$ cat config.mk
export PLATFORM = sky130hd
export DESIGN_NAME = lsu_core
export DESIGN_NICKNAME = d
export VERILOG_FILES = /design/src/rtl/lsu_core.sv
export SDC_FILE = /design/constraint.sdc
export NUM_CORES = 1
export LEC_CHECK = 0
export BUFFER_PORTS_ARGS = -buffer_cell sky130_fd_sc_hd__buf_2
export CAP_MARGIN = 5
export CORE_MARGIN = 1.5
export CORE_UTILIZATION = 54
export CTS_BUF_LIST = sky130_fd_sc_hd__clkbuf_4 sky130_fd_sc_hd__clkbuf_8
export DETAILED_ROUTE_END_ITERATION = 7
export PLACE_DENSITY = 0.85
export SLEW_MARGIN = 25
export SYNTH_ARGS = -nofsm -noshare
export SYNTH_HDL_FRONTEND = slang
export SYNTH_SLANG_ARGS = --single-unit
$ cat constraint.sdc
create_clock -name clock -period 5.3 [get_ports clock]
set_input_delay 0 -clock clock [delete_from_list [all_inputs] [get_ports clock]]
set_output_delay 0 -clock clock [all_outputs]
set_load 0.02 [all_outputs]
$ cat src/rtl/lsu_core.sv
// Load/store unit: accepts one request from the execute unit, issues a single bus
// transfer with lane-positioned data and strobes, and returns an extended load result.
module lsu_core #(
    parameter int unsigned REG_W  = 32,
    parameter int unsigned STRB_W = 4
) (
    input  logic              clock,
    input  logic              reset,
    input  logic              reqValid,
    input  logic              is_store,
    input  logic [1:0]        size,
    input  logic              is_unsigned,
    input  logic [REG_W-1:0]  addr,
    input  logic [REG_W-1:0]  wdata,
    output logic              respValid,
    output logic [REG_W-1:0]  rdata,
    output logic              err,
    output logic              mem_reqValid,
    input  logic              mem_reqReady,
    output logic              mem_wen,
    output logic [REG_W-1:0]  mem_addr,
    output logic [REG_W-1:0]  mem_wdata,
    output logic [STRB_W-1:0] mem_wstrb,
    input  logic              mem_respValid,
    input  logic [REG_W-1:0]  mem_rdata
);

    typedef enum logic [1:0] {StIdle, StReq, StWait, StDone} state_e;

    state_e             state_q, state_d;
    logic               is_store_q;
    logic               is_unsigned_q;
    logic               err_q;
    logic [1:0]         size_q;
    logic [REG_W-1:0]   addr_q;
    logic [REG_W-1:0]   wdata_q;
    logic [REG_W-1:0]   rdata_q;
    logic [REG_W-1:0]   load_ext;
    logic [REG_W-1:0]   lane_wdata;
    logic [STRB_W-1:0]  strb;
    logic [7:0]         byte_sel;
    logic [15:0]        half_sel;
    logic               misaligned;
    logic               accept;

    assign accept = (state_q == StIdle) && reqValid;

    // Size 3 is treated like a misalignment: it never reaches the bus.
    always_comb begin
        misaligned = 1'b0;
        case (size)
            2'd0:    misaligned = 1'b0;
            2'd1:    misaligned = addr[0];
            2'd2:    misaligned = (addr[1:0] != 2'b00);
            default: misaligned = 1'b1;
        endcase
    end

    always_comb begin
        state_d = state_q;
        unique case (state_q)
            StIdle:  if (reqValid) state_d = misaligned ? StDone : StReq;
            StReq:   if (mem_reqReady) state_d = StWait;
            StWait:  if (mem_respValid) state_d = StDone;
            StDone:  state_d = StIdle;
            default: state_d = StIdle;
        endcase
    end

    assign byte_sel = mem_rdata[{addr_q[1:0], 3'b000} +: 8];
    assign half_sel = mem_rdata[{addr_q[1], 4'b0000} +: 16];

    always_comb begin
        load_ext = mem_rdata;
        case (size_q)
            2'd0:    load_ext = {{(REG_W-8){~is_unsigned_q & byte_sel[7]}}, byte_sel};
            2'd1:    load_ext = {{(REG_W-16){~is_unsigned_q & half_sel[15]}}, half_sel};
            default: load_ext = mem_rdata;
        endcase
    end

    always_comb begin
        strb       = '1;
        lane_wdata = wdata_q;
        case (size_q)
            2'd0: begin
                strb       = STRB_W'(1) << addr_q[1:0];
                lane_wdata = {STRB_W{wdata_q[7:0]}};
            end
            2'd1: begin
                strb       = addr_q[1] ? STRB_W'(4'b1100) : STRB_W'(4'b0011);
                lane_wdata = {(STRB_W/2){wdata_q[15:0]}};
            end
            default: begin
                strb       = '1;
                lane_wdata = wdata_q;
            end
        endcase
    end

    always_ff @(posedge clock or negedge reset) begin
        if (!reset) begin
            state_q       <= StIdle;
            is_store_q    <= 1'b0;
            is_unsigned_q <= 1'b0;
            err_q         <= 1'b0;
            size_q        <= 2'd0;
            addr_q        <= '0;
            wdata_q       <= '0;
            rdata_q       <= '0;
        end else begin
            state_q <= state_d;
            if (accept) begin
                is_store_q    <= is_store;
                is_unsigned_q <= is_unsigned;
                size_q        <= size;
                addr_q        <= addr;
                wdata_q       <= wdata;
                err_q         <= misaligned;
                rdata_q       <= '0;
            end else if (state_q == StWait && mem_respValid) begin
                rdata_q <= is_store_q ? '0 : load_ext;
            end
        end
    end

    assign respValid    = (state_q == StDone);
    assign err          = respValid & err_q;
    assign rdata        = rdata_q;
    assign mem_reqValid = (state_q == StReq);
    assign mem_wen      = mem_reqValid & is_store_q;
    assign mem_wstrb    = mem_wen ? strb : '0;
    assign mem_addr     = {addr_q[REG_W-1:2], 2'b00};
    assign mem_wdata    = lane_wdata;

endmodule

==> results of run 1 <==
worst register-to-register path, stage by stage (launching register included):
cell and delay (ns):
dfrtp_1 0.42, inv_1 0.11, ha_1 0.22, nand2_1 0.13
nand4b_2 0.45, nor2_1 0.95, a221o_1 0.30
cells in the final DEF (no fill, tap or decap), types with 2 or more instances in the layout:
cell	instances
o22ai_1	9
mux2i_1	16
a221oi_1	8
a41oi_1	7
ha_1	5
and2_1	2
nand2_1	22
dlygate4sd3_1	93
clkinvlp_4	2
inv_1	10
a21oi_1	7
a22o_1	9
o21ai_0	15
conb_1	2
a221o_1	16
dfrtp_1	103
nor2_1	6
buf_2	205
clkbuf_8	9
nand3_1	14
a21o_1	7
mux2_2	83
clkbuf_4	2
nand2b_1	9
buf_4	6
cell families (layout without fill, tap and decap cells):
logic type / Yosys count / count (layout) / share of synthesized area
adders and majority gates: 5 / 5 / 0.0121
muxes: 101 / 101 / 0.221
and+or+nand+nor: 59 / 59 / 0.0591
AOI/OAI and AO/OA: 81 / 81 / 0.118
other: 1 / 2 / 0.000726
DFF: 103 / 103 / 0.499
buffers and inverters: 80 / 330 / 0.0897
sequential cells by signal (all words and copies together) (netlist names):
name,flops
addr_q,32
rdata,32
wdata_q,32
size_q,2
state_q,2
err_q,1
is_store_q,1
is_unsigned_q,1
routing by layer:
metal  up-vias  wire [um]
li1       2019          -
met1      2182       5570
met4         0        306
met3        27       1330
met2       254       7450
met5         -          0
what timing repair did:
item                                   4_1_cts  5_1_grt
hold buffers                                92        1
endpoints found under the hold margin      141        1
gates resized for setup                      0        0
power breakdown:
| group | switching [W] | internal (W) | total [W] |
|---|---|---|---|
| logic | 0.00132 | 0.000965 | 0.00229 |
| registers | 0.000280 | 0.00116 | 0.00144 |
| clock network | 0.000266 | 0.000182 | 0.000448 |
path summary, 6_finish.rpt:
| check | slack (ns) | endpoint | cells past startpoint |
|---|---|---|---|
| worst min-delay path | 0.06 | state_q[1] | 4 |
| worst min register to register | 0.49 | rdata[12] | 1 |
| min in group asynchronous | 0.23 | rdata[21] | 2 |
| worst max register to register | 2.66 | rdata[21] | 6 |
| worst max-delay path | 2.66 | rdata[21] | 6 |
| max in group asynchronous | 3.91 | wdata_q[4] | 3 |
metrics by stage:
step                hold slack, ns  instance area [um2]
detailed placement          0.0647                 5980
CTS                        0.00212                 7080
global placement            0.0463                 5980
floorplan                   -0.296                 5170
global route                0.0853                 7090
finish                      0.0598                 7090
final cells by class:
class / count / area, um2
Timing Repair Buffer: 304 / 2000
Fill cell: 584 / 2150
Sequential cell: 103 / 2580
Multi-Input combinational cell: 248 / 2130
Tap cell: 129 / 161
Clock inverter: 4 / 32.5
Inverter: 11 / 41.3
Clock buffer: 11 / 139
==> impl_metrics.py, run 1 <==
metrics = {
    "status": {
        "status": "completed",
    },
    "placed_design": {
        "placed_cells": 702,
        "place_congestion": 0.887,
        "pre_cts_ws_ns": 2.73,
        "dp_hpwl_um": 9150,
        "portBuffers": 206,
    },
    "finish": {
        "drive_above_1_share": 0.463,
        "nNetsFinal": 787,
        "n_antenna_cell": 0,
        "fin_cells": 810,
        "syn2layout_area_growth_pct": 37.2,
        "fin_util": 0.767,
    },
    "route": {
        "drt_first_pass_iters": 4,
        "drt_iter0_markers": 132,
        "via_count": 4482,
        "routedWlPerCell_um": 18.1,
        "drtAntennaViolNets": 0,
        "drc": 0,
        "finalWirelength_um": 14700,
        "via_per_inst": 5.53,
    },
    "die": {
        "fp.dieArea_um2": 10200,
        "initial_core_util": 0.559,
        "core_um2": 9240,
        "core.rowCount": 35,
        "die_w_um": 101,
        "io-pin-count": 209,
        "die_y_um": 101,
    },
    "timing": {
        "setup_viol": 0,
        "fmax_ghz": 0.379,
        "tns_ns": 0,
        "rsz0062_at_grt": "false",
        "min_period_ns": 2.64,
        "tightest_slew_ns": 1.02,
        "slew_headroom": 0.319,
        "fin_skew_ns": 0.0159,
        "layout_setup_ws_ns": 2.66,
        "fin_crit_sh": 0.497,
        "drv_slew": 0,
        "hold_viol": 0,
    },
    "yosys": {
        "synth_top_cells_by_count": "103 x dfrtp_1, 83 x mux2_2, 40 x buf_4",
        "synth_warnings": 0,
        "synth_seq_cells": 103,
        "synth-edff-count": 0,
        "yosysTopAreaCellShare": 0.499,
        "avgSynthCellArea_um2": 12.0,
        "yosysMostFrequentCell": "dfrtp_1",
        "yosysUniqueCellTypes": 34,
        "synthFlopType": "dfrtp_1",
        "synth_area_leaders": "dfrtp_1 50%, mux2_2 18%, buf_4 5.8%, a221o_1 3.1%, mux2i_1 3.1%",
        "syn_inst": 430,
        "syn_area_um2": 5160,
        "yosysTopAreaCell": "dfrtp_1",
        "async_reset_ff_frac": 1.00,
        "synth_seq_area_share": 0.499,
    },
    "power": {
        "peakVddDrop_mv": 0.372,
        "p_leak_nw": 3.48,
        "cellPowerDensity_nw_per_um2": 589,
        "p_total_w": 0.00417,
    },
    "global_route": {
        "track_usage": 0.291,
        "grt_busiest_layer": "met2",
        "grt_remaining_overflow": 0,
        "antenna_found_initial": 0,
        "grt_pass1_wl_um": 23200,
        "grtUsageMet1": 0.352,
        "use_met2": 0.506,
        "use_met3": 0.0791,
        "grt_pass1_vias": 4643,
        "grt_max_degree": 54,
    },
    "flow_run": {
        "cap_violations": 0,
    },
    "critical_path": {
        "path_class": "flip-flop to flip-flop",
        "start_kind": "flip-flop",
        "slowest_stage": "nor2_1",
        "crit_chain": "inv_1 -> ha_1 -> nand2_1 -> nand4b_2 -> nor2_1 -> a221o_1",
        "critPathBufInv": 1,
        "crit_family": "simple AND/OR/NAND/NOR gates",
        "critPathMaxFanout": 18,
        "endpoint_kind": "flip-flop",
        "critPathLaunch": "state_q[1]",
        "arrival_ns": 2.93,
        "slowest_delay_ns": 0.95,
        "rr_startpoint": "state_q[1]",
        "critPathRequiredTime_ns": 5.60,
    },
    "clock_network": {
        "cts_buffers": 9,
        "cts_setup_buffers": 0,
        "cts_htree_levels": 3,
        "clk_pin_slew_worst_paths_ns": 0.10,
        "clockRootBuffer": "clkbuf_8",
        "cts_tree": "yes",
        "cts.sinks": 103,
        "insertion_delay_ns": 0.36,
        "cts.path.max_buffers": 2,
    },
    "hold_path": {
        "hold_path_class": "input port to flip-flop",
        "hp-start": "mem_reqReady",
    },
}
Power figures use the tool's default switching activity.
==> inputs of run 2 (changes only) <==
--- a/config.mk
+++ b/config.mk
@@ -5,13 +5,14 @@
 export SDC_FILE = /design/constraint.sdc
 export NUM_CORES = 1
 export LEC_CHECK = 0
+export ABC_AREA = 1
 export BUFFER_PORTS_ARGS = -buffer_cell sky130_fd_sc_hd__buf_2
 export CAP_MARGIN = 5
 export CORE_MARGIN = 1.5
-export CORE_UTILIZATION = 54
+export CORE_UTILIZATION = 46
 export CTS_BUF_LIST = sky130_fd_sc_hd__clkbuf_4 sky130_fd_sc_hd__clkbuf_8
 export DETAILED_ROUTE_END_ITERATION = 7
-export PLACE_DENSITY = 0.85
+export PLACE_DENSITY = 0.76
 export SLEW_MARGIN = 25
 export SYNTH_ARGS = -nofsm -noshare
 export SYNTH_HDL_FRONTEND = slang
==> constraint.sdc (replaced) <==
create_clock -name clock -period 2.24 [get_ports clock]
set_input_delay 0 -clock clock [delete_from_list [all_inputs] [get_ports clock]]
set_output_delay 0 -clock clock [all_outputs]
set_load 0.02 [all_outputs]
==> run 2 against run 1 <==
Effect of this change:
- critical path depth fell by 1
- final area rose by 2.4%
- sequential power rose by 120%
- critical endpoint is now mem_wdata[31]
- highest routed layer unchanged
==> impl_metrics.py, run 2 <==
metrics = {
    "critical_path": {
        "endpoint": "mem_wdata[31]",
        "arrival_ns": 1.91,
        "crit_family": "buffers and inverters",
        "critPathBufInv": 3,
        "critPathMaxFanout": 13,
        "crit-reg2reg-capture": "wdata_q[9]",
        "regToRegSetupSlack_ns": 0.38,
        "start_kind": "flip-flop",
        "crit_chain": "buf_4 -> nor2_1 -> inv_1 -> o211ai_1 -> buf_2",
        "path_class": "flip-flop to output pin",
        "critPathRequiredTime_ns": 2.24,
        "rr_startpoint": "state_q[0]",
        "slowest_stage": "dfrtp_1",
        "worst-r2r-cell-count": 7,
        "slowest_delay_ns": 0.42,
        "cp.depth": 5,
        "endpoint_kind": "output pin",
        "critPathLaunch": "size_q[1]",
    },
    "route": {
        "via_count": 5414,
        "finalWirelength_um": 15900,
        "via_per_inst": 4.95,
        "drc": 0,
        "drt_iter0_markers": 447,
        "drtAntennaViolNets": 0,
        "drt_first_pass_iters": 6,
        "routedWlPerCell_um": 14.5,
    },
    "finish": {
        "syn2layout_area_growth_pct": 37.1,
        "nFillCells": 910,
        "drive_above_1_share": 0.273,
        "final_common_cell": "nand2_1",
        "fin_area_um2": 7250,
        "final_cell_mix": "353 x nand2_1, 205 x buf_2, 103 x dfrtp_1, 91 x dlygate4sd3_1, 34 x inv_1",
        "nNetsFinal": 1058,
        "fin_cells": 1093,
        "n_antenna_cell": 0,
    },
    "power": {
        "combPwrFrac": 0.546,
        "internal_power_w": 0.00487,
        "swShare": 0.495,
        "power_switching_w": 0.00477,
        "peakVddDrop_mv": 0.695,
        "p_seq_frac": 0.335,
        "p_leak_nw": 4.16,
        "p_total_w": 0.00964,
        "cellPowerDensity_nw_per_um2": 1330,
        "clkPwrFrac": 0.119,
    },
    "timing": {
        "hold_viol": 0,
        "rsz0062_at_grt": "false",
        "fin_crit_sh": 0.851,
        "setup_viol": 0,
        "tns_ns": 0,
        "drv_slew": 0,
        "slew_headroom": 0.513,
        "fmax_ghz": 0.525,
        "fin_skew_ns": 0.0178,
        "tightest_slew_ns": 0.730,
        "min_period_ns": 1.91,
        "hold-worst-slack_ns": 0.00881,
    },
    "yosys": {
        "syn_area_um2": 5290,
        "async_reset_ff_frac": 1.00,
        "syn_inst": 698,
        "yosysMostFrequentCell": "nand2_1",
        "synth_seq_area_share": 0.487,
        "avgSynthCellArea_um2": 7.58,
        "yosysTopAreaCellShare": 0.487,
        "synth_top_cells_by_count": "354 x nand2_1, 103 x dfrtp_1, 40 x buf_4",
        "synth-edff-count": 0,
        "synthFlopType": "dfrtp_1",
        "synth_warnings": 0,
        "synth_seq_cells": 103,
        "yosysTopAreaCell": "dfrtp_1",
        "synth_area_leaders": "dfrtp_1 49%, nand2_1 25%, buf_4 5.7%, o21ai_0 2.6%, inv_1 2.4%",
        "yosysUniqueCellTypes": 24,
    },
    "placed_design": {
        "placed_cells": 986,
        "place_congestion": 0.827,
        "portBuffers": 206,
        "dp_hpwl_um": 10000,
        "dpl_cell_area_um2": 6150,
    },
    "clock_network": {
        "cts.path.max_buffers": 2,
        "cts_tree": "yes",
        "cts_buffers": 9,
        "clk_pin_slew_worst_paths_ns": 0.12,
        "clockRootBuffer": "clkbuf_8",
        "cts_htree_levels": 3,
        "cts_resized": 0,
        "cts.sinks": 103,
        "insertion_delay_ns": 0.37,
    },
    "die": {
        "io-pin-count": 209,
        "fp.dieArea_um2": 12200,
        "die_w_um": 110,
        "core.rowCount": 38,
        "core_um2": 11000,
        "die_y_um": 110,
        "initial_core_util": 0.480,
    },
    "global_route": {
        "antenna_found_initial": 0,
        "grt_remaining_overflow": 0,
        "track_usage": 0.263,
        "grt_pass1_wl_um": 24600,
        "grt_pass1_vias": 5280,
        "grt_max_degree": 74,
    },
    "flow_run": {
        "cap_violations": 0,
    },
    "hold_path": {
        "hold_path_class": "input port to flip-flop",
    },
    "status": {
        "status": "completed",
    },
}
## run 2: what timing repair did
| action | CTS | global route |
|---|---|---|
| endpoints found under the hold margin | 131 | 0 |
| hold buffers | 91 | 0 |
| setup buffers | 0 | 0 |
## run 2: metrics by stage
step,setup WS [ns],util
final,0.334,0.658
after global routing,0.196,0.658
after CTS,0.285,0.658
after detailed placement,0.469,0.558
after global placement,0.526,0.558
after floorplan,0.685,-
## run 2: worst min path at each step
stage	cells after the start	end	startpoint	slack (ns)
after floorplan	0	addr_q[0]	reset	-0.30
after global placement	1	rdata[21]	reset	0.08
after detailed placement	1	rdata[22]	reset	0.08
after CTS	5	rdata[3]	mem_rdata[3]	0.0007
after global routing	5	rdata[31]	mem_rdata[31]	0.01
final	5	rdata[3]	mem_rdata[3]	0.009
## run 2: cell type report
class	count	area [um2]	share of cell area
Clock buffer	10	138	0.0190
Clock inverter	6	51.3	0.00707
Inverter	39	149	0.0205
Multi-Input combinational cell	487	2120	0.293
Sequential cell	103	2580	0.355
Tap cell	140	175	0.0241
Timing Repair Buffer	308	2040	0.281
## run 2: worst min-delay path: cells and delay by family
family,cells,cell delay [ns]
buf+inv,1,0.09
simple gates,3,0.20
compound gates,1,0.07
## run 2: power by group through the flow
stage	Sequential (W)	Combinational [W]	Clock (W)
6_report	0.00323	0.00526	0.00115
5_1_grt	0.00335	0.00582	0.00125
4_1_cts	0.00322	0.00525	0.00117
3_5_place_dp	0.00323	0.00512	0
3_3_place_gp	0.00324	0.00504	0
2_1_floorplan	0.00343	0.00367	0
## run 2: metal layers
| layer | wire length, um | GRT usage |
|---|---|---|
| met1 | 6300 | 0.315 |
| met2 | 7870 | 0.446 |
| met3 | 1170 | 0.0588 |
| met4 | 525 | 0.128 |
| met5 | 0 | 0 |
## run 2: cells by family after synthesis
kind of cell | count (synthesis) | synth area share
AOI/OAI and AO/OA | 65 | 0.0759
DFF | 103 | 0.487
adders and majority gates | 5 | 0.0118
and+or+nand+nor | 415 | 0.312
buffers and inverters | 109 | 0.112
other | 1 | 0.000709
==> inputs of run 3 (changes only) <==
==> constraint.sdc (replaced) <==
create_clock -name clock -period 2.24 [get_ports clock]
set_input_delay 0.336 -clock clock [delete_from_list [all_inputs] [get_ports clock]]
set_output_delay 0.336 -clock clock [all_outputs]
set_load 0.02 [all_outputs]
==> run 3 against run 2 <==
Effect of this change:
- the run now ends with negative hold slack left
- critical endpoint unchanged
- count of clock-buffer cells in the layout is 1 higher
- die area is the same
- sequential power about the same
- final cell count fell by 8.2%
- hold slack got worse by 0.012 ns
- routed wire length fell by 12%
- total power down 2.0%
==> impl_metrics.py, run 3 (same netlist as run 2, synthesis figures left out) <==
metrics = {
    "clock_network": {
        "cts.sinks": 103,
        "hold_buffers": 0,
        "cts_tree": "yes",
        "clockRootBuffer": "clkbuf_8",
        "cts_setup_buffers": 0,
        "cts_resized": 0,
        "cts.path.max_buffers": 2,
        "clk_pin_slew_worst_paths_ns": 0.10,
        "cts_buffers": 9,
        "insertion_delay_ns": 0.35,
        "cts_htree_levels": 3,
    },
    "timing": {
        "fin_skew_ns": 0.0116,
        "setup_viol": 0,
        "drv_slew": 0,
        "slew_headroom": 0.547,
        "min_period_ns": 2.07,
        "rsz0062_at_grt": "false",
        "tightest_slew_ns": 0.679,
        "fin_crit_sh": 0.923,
        "fmax_ghz": 0.484,
        "hold_viol": 1,
        "tns_ns": 0,
        "hold-worst-slack_ns": -0.00361,
    },
    "critical_path": {
        "slowest_delay_ns": 0.48,
        "crit_family": "flip-flops",
        "endpoint_kind": "output pin",
        "critPathBufInv": 2,
        "crit_chain": "nor2_1 -> inv_1 -> o211ai_1 -> buf_2",
        "regToRegSetupSlack_ns": 0.41,
        "worst-r2r-cell-count": 7,
        "slowest_stage": "dfrtp_1",
        "crit-reg2reg-capture": "rdata[23]",
        "rr_startpoint": "addr_q[1]",
        "critPathMaxFanout": 8,
        "path_class": "flip-flop to output pin",
        "critPathRequiredTime_ns": 1.90,
        "start_kind": "flip-flop",
        "arrival_ns": 1.73,
    },
    "finish": {
        "fin_util": 0.576,
        "drive_above_1_share": 0.302,
        "final_common_cell": "nand2_1",
        "n_antenna_cell": 0,
        "fin_area_um2": 6350,
        "final_cell_mix": "353 x nand2_1, 205 x buf_2, 103 x dfrtp_1, 34 x inv_1, 28 x o21ai_0",
        "nNetsFinal": 968,
        "nFillCells": 1072,
        "syn2layout_area_growth_pct": 20.0,
    },
    "placed_design": {
        "dp_hpwl_um": 10200,
        "dpl_cell_area_um2": 6160,
        "place_congestion": 0.828,
        "portBuffers": 206,
    },
    "route": {
        "drt_first_pass_iters": 4,
        "routedWlPerCell_um": 13.9,
        "drtAntennaViolNets": 0,
        "via_per_inst": 4.83,
        "drt_iter0_markers": 385,
        "via_count": 4841,
        "drc": 0,
        "finalWirelength_um": 13900,
    },
    "global_route": {
        "grt_max_degree": 74,
        "grt_pass1_wl_um": 22000,
        "track_usage": 0.235,
        "grt_remaining_overflow": 0,
        "antenna_found_initial": 0,
        "grt_pass1_vias": 4585,
    },
    "power": {
        "p_leak_nw": 3.78,
        "peakVddDrop_mv": 0.807,
        "p_total_w": 0.00945,
        "cellPowerDensity_nw_per_um2": 1490,
    },
    "die": {
        "fp.dieArea_um2": 12200,
        "die_w_um": 110,
        "die_y_um": 110,
        "core.rowCount": 38,
        "io-pin-count": 209,
        "initial_core_util": 0.480,
        "core_um2": 11000,
    },
    "status": {
        "status": "finished with violations",
        "violations": "negative hold slack",
    },
    "flow_run": {
        "cap_violations": 0,
    },
    "hold_path": {
        "hold_path_class": "input port to asynchronous set/reset pin",
    },
}
==> run 3: area by class of cell <==
type / instances / area, um2 / share of cell area
Multi-Input combinational cell: 487 / 2120 / 0.335
Clock buffer: 11 / 145 / 0.0229
Timing Repair Buffer: 218 / 1140 / 0.179
Tap cell: 140 / 175 / 0.0276
Sequential cell: 103 / 2580 / 0.406
Clock inverter: 5 / 42.5 / 0.00670
Inverter: 39 / 149 / 0.0234
==> run 3: through the flow <==
stage | hold slack, ns | instances | setup WS [ns]
after CTS | 0.0100 | 1003 | 0.0997
after global routing | 0.0227 | 1003 | 0.0190
final | -0.00361 | 1003 | 0.172
after floorplan | 0.0404 | 699 | 0.377
after detailed placement | 0.412 | 987 | 0.426
after global placement | 0.412 | 987 | 0.490
==> run 3: how the worst max path moves through the flow <==
stage                     startpoint             to  slack [ns]  cells past startpoint
after floorplan           state_q[1]   mem_wstrb[3]        0.38                      6
after global placement     size_q[1]  mem_wdata[31]        0.49                      4
after detailed placement  state_q[1]     wdata_q[8]        0.43                      6
after CTS                  size_q[1]  mem_wdata[31]         0.1                      4
after global routing       size_q[0]   mem_wstrb[2]        0.02                      5
final                      size_q[1]  mem_wdata[31]        0.17                      4
==> run 3: worst register-to-register path, cell delays in order (launching register included) <==
cell,delay [ns]
dfrtp_1,0.68
inv_2,0.23
nand3_1,0.14
nand2_1,0.12
nand3_4,0.15
nand3_4,0.21
nand2_1,0.13
nand2_1,0.06
==> run 3: per-layer routing <==
metal / GRT usage / vias to the layer above / share of wire
met5: 0 / - / 0
met1: 0.307 / 2208 / 0.42
met2: 0.394 / 189 / 0.49
met3: 0.0611 / 8 / 0.081
li1: - / 2436 / -
met4: 0.0522 / 0 / 0.0065
==> run 3: report_power, final <==
group / total [W] / leakage [nW] / internal, W / switching, W
clock: 0.00112 / 0.0871 / 0.000458 / 0.000663
combinational: 0.00506 / 2.37 / 0.00162 / 0.00344
sequential: 0.00326 / 1.32 / 0.00270 / 0.000560
total: 0.00945 / 3.78 / 0.00478 / 0.00467
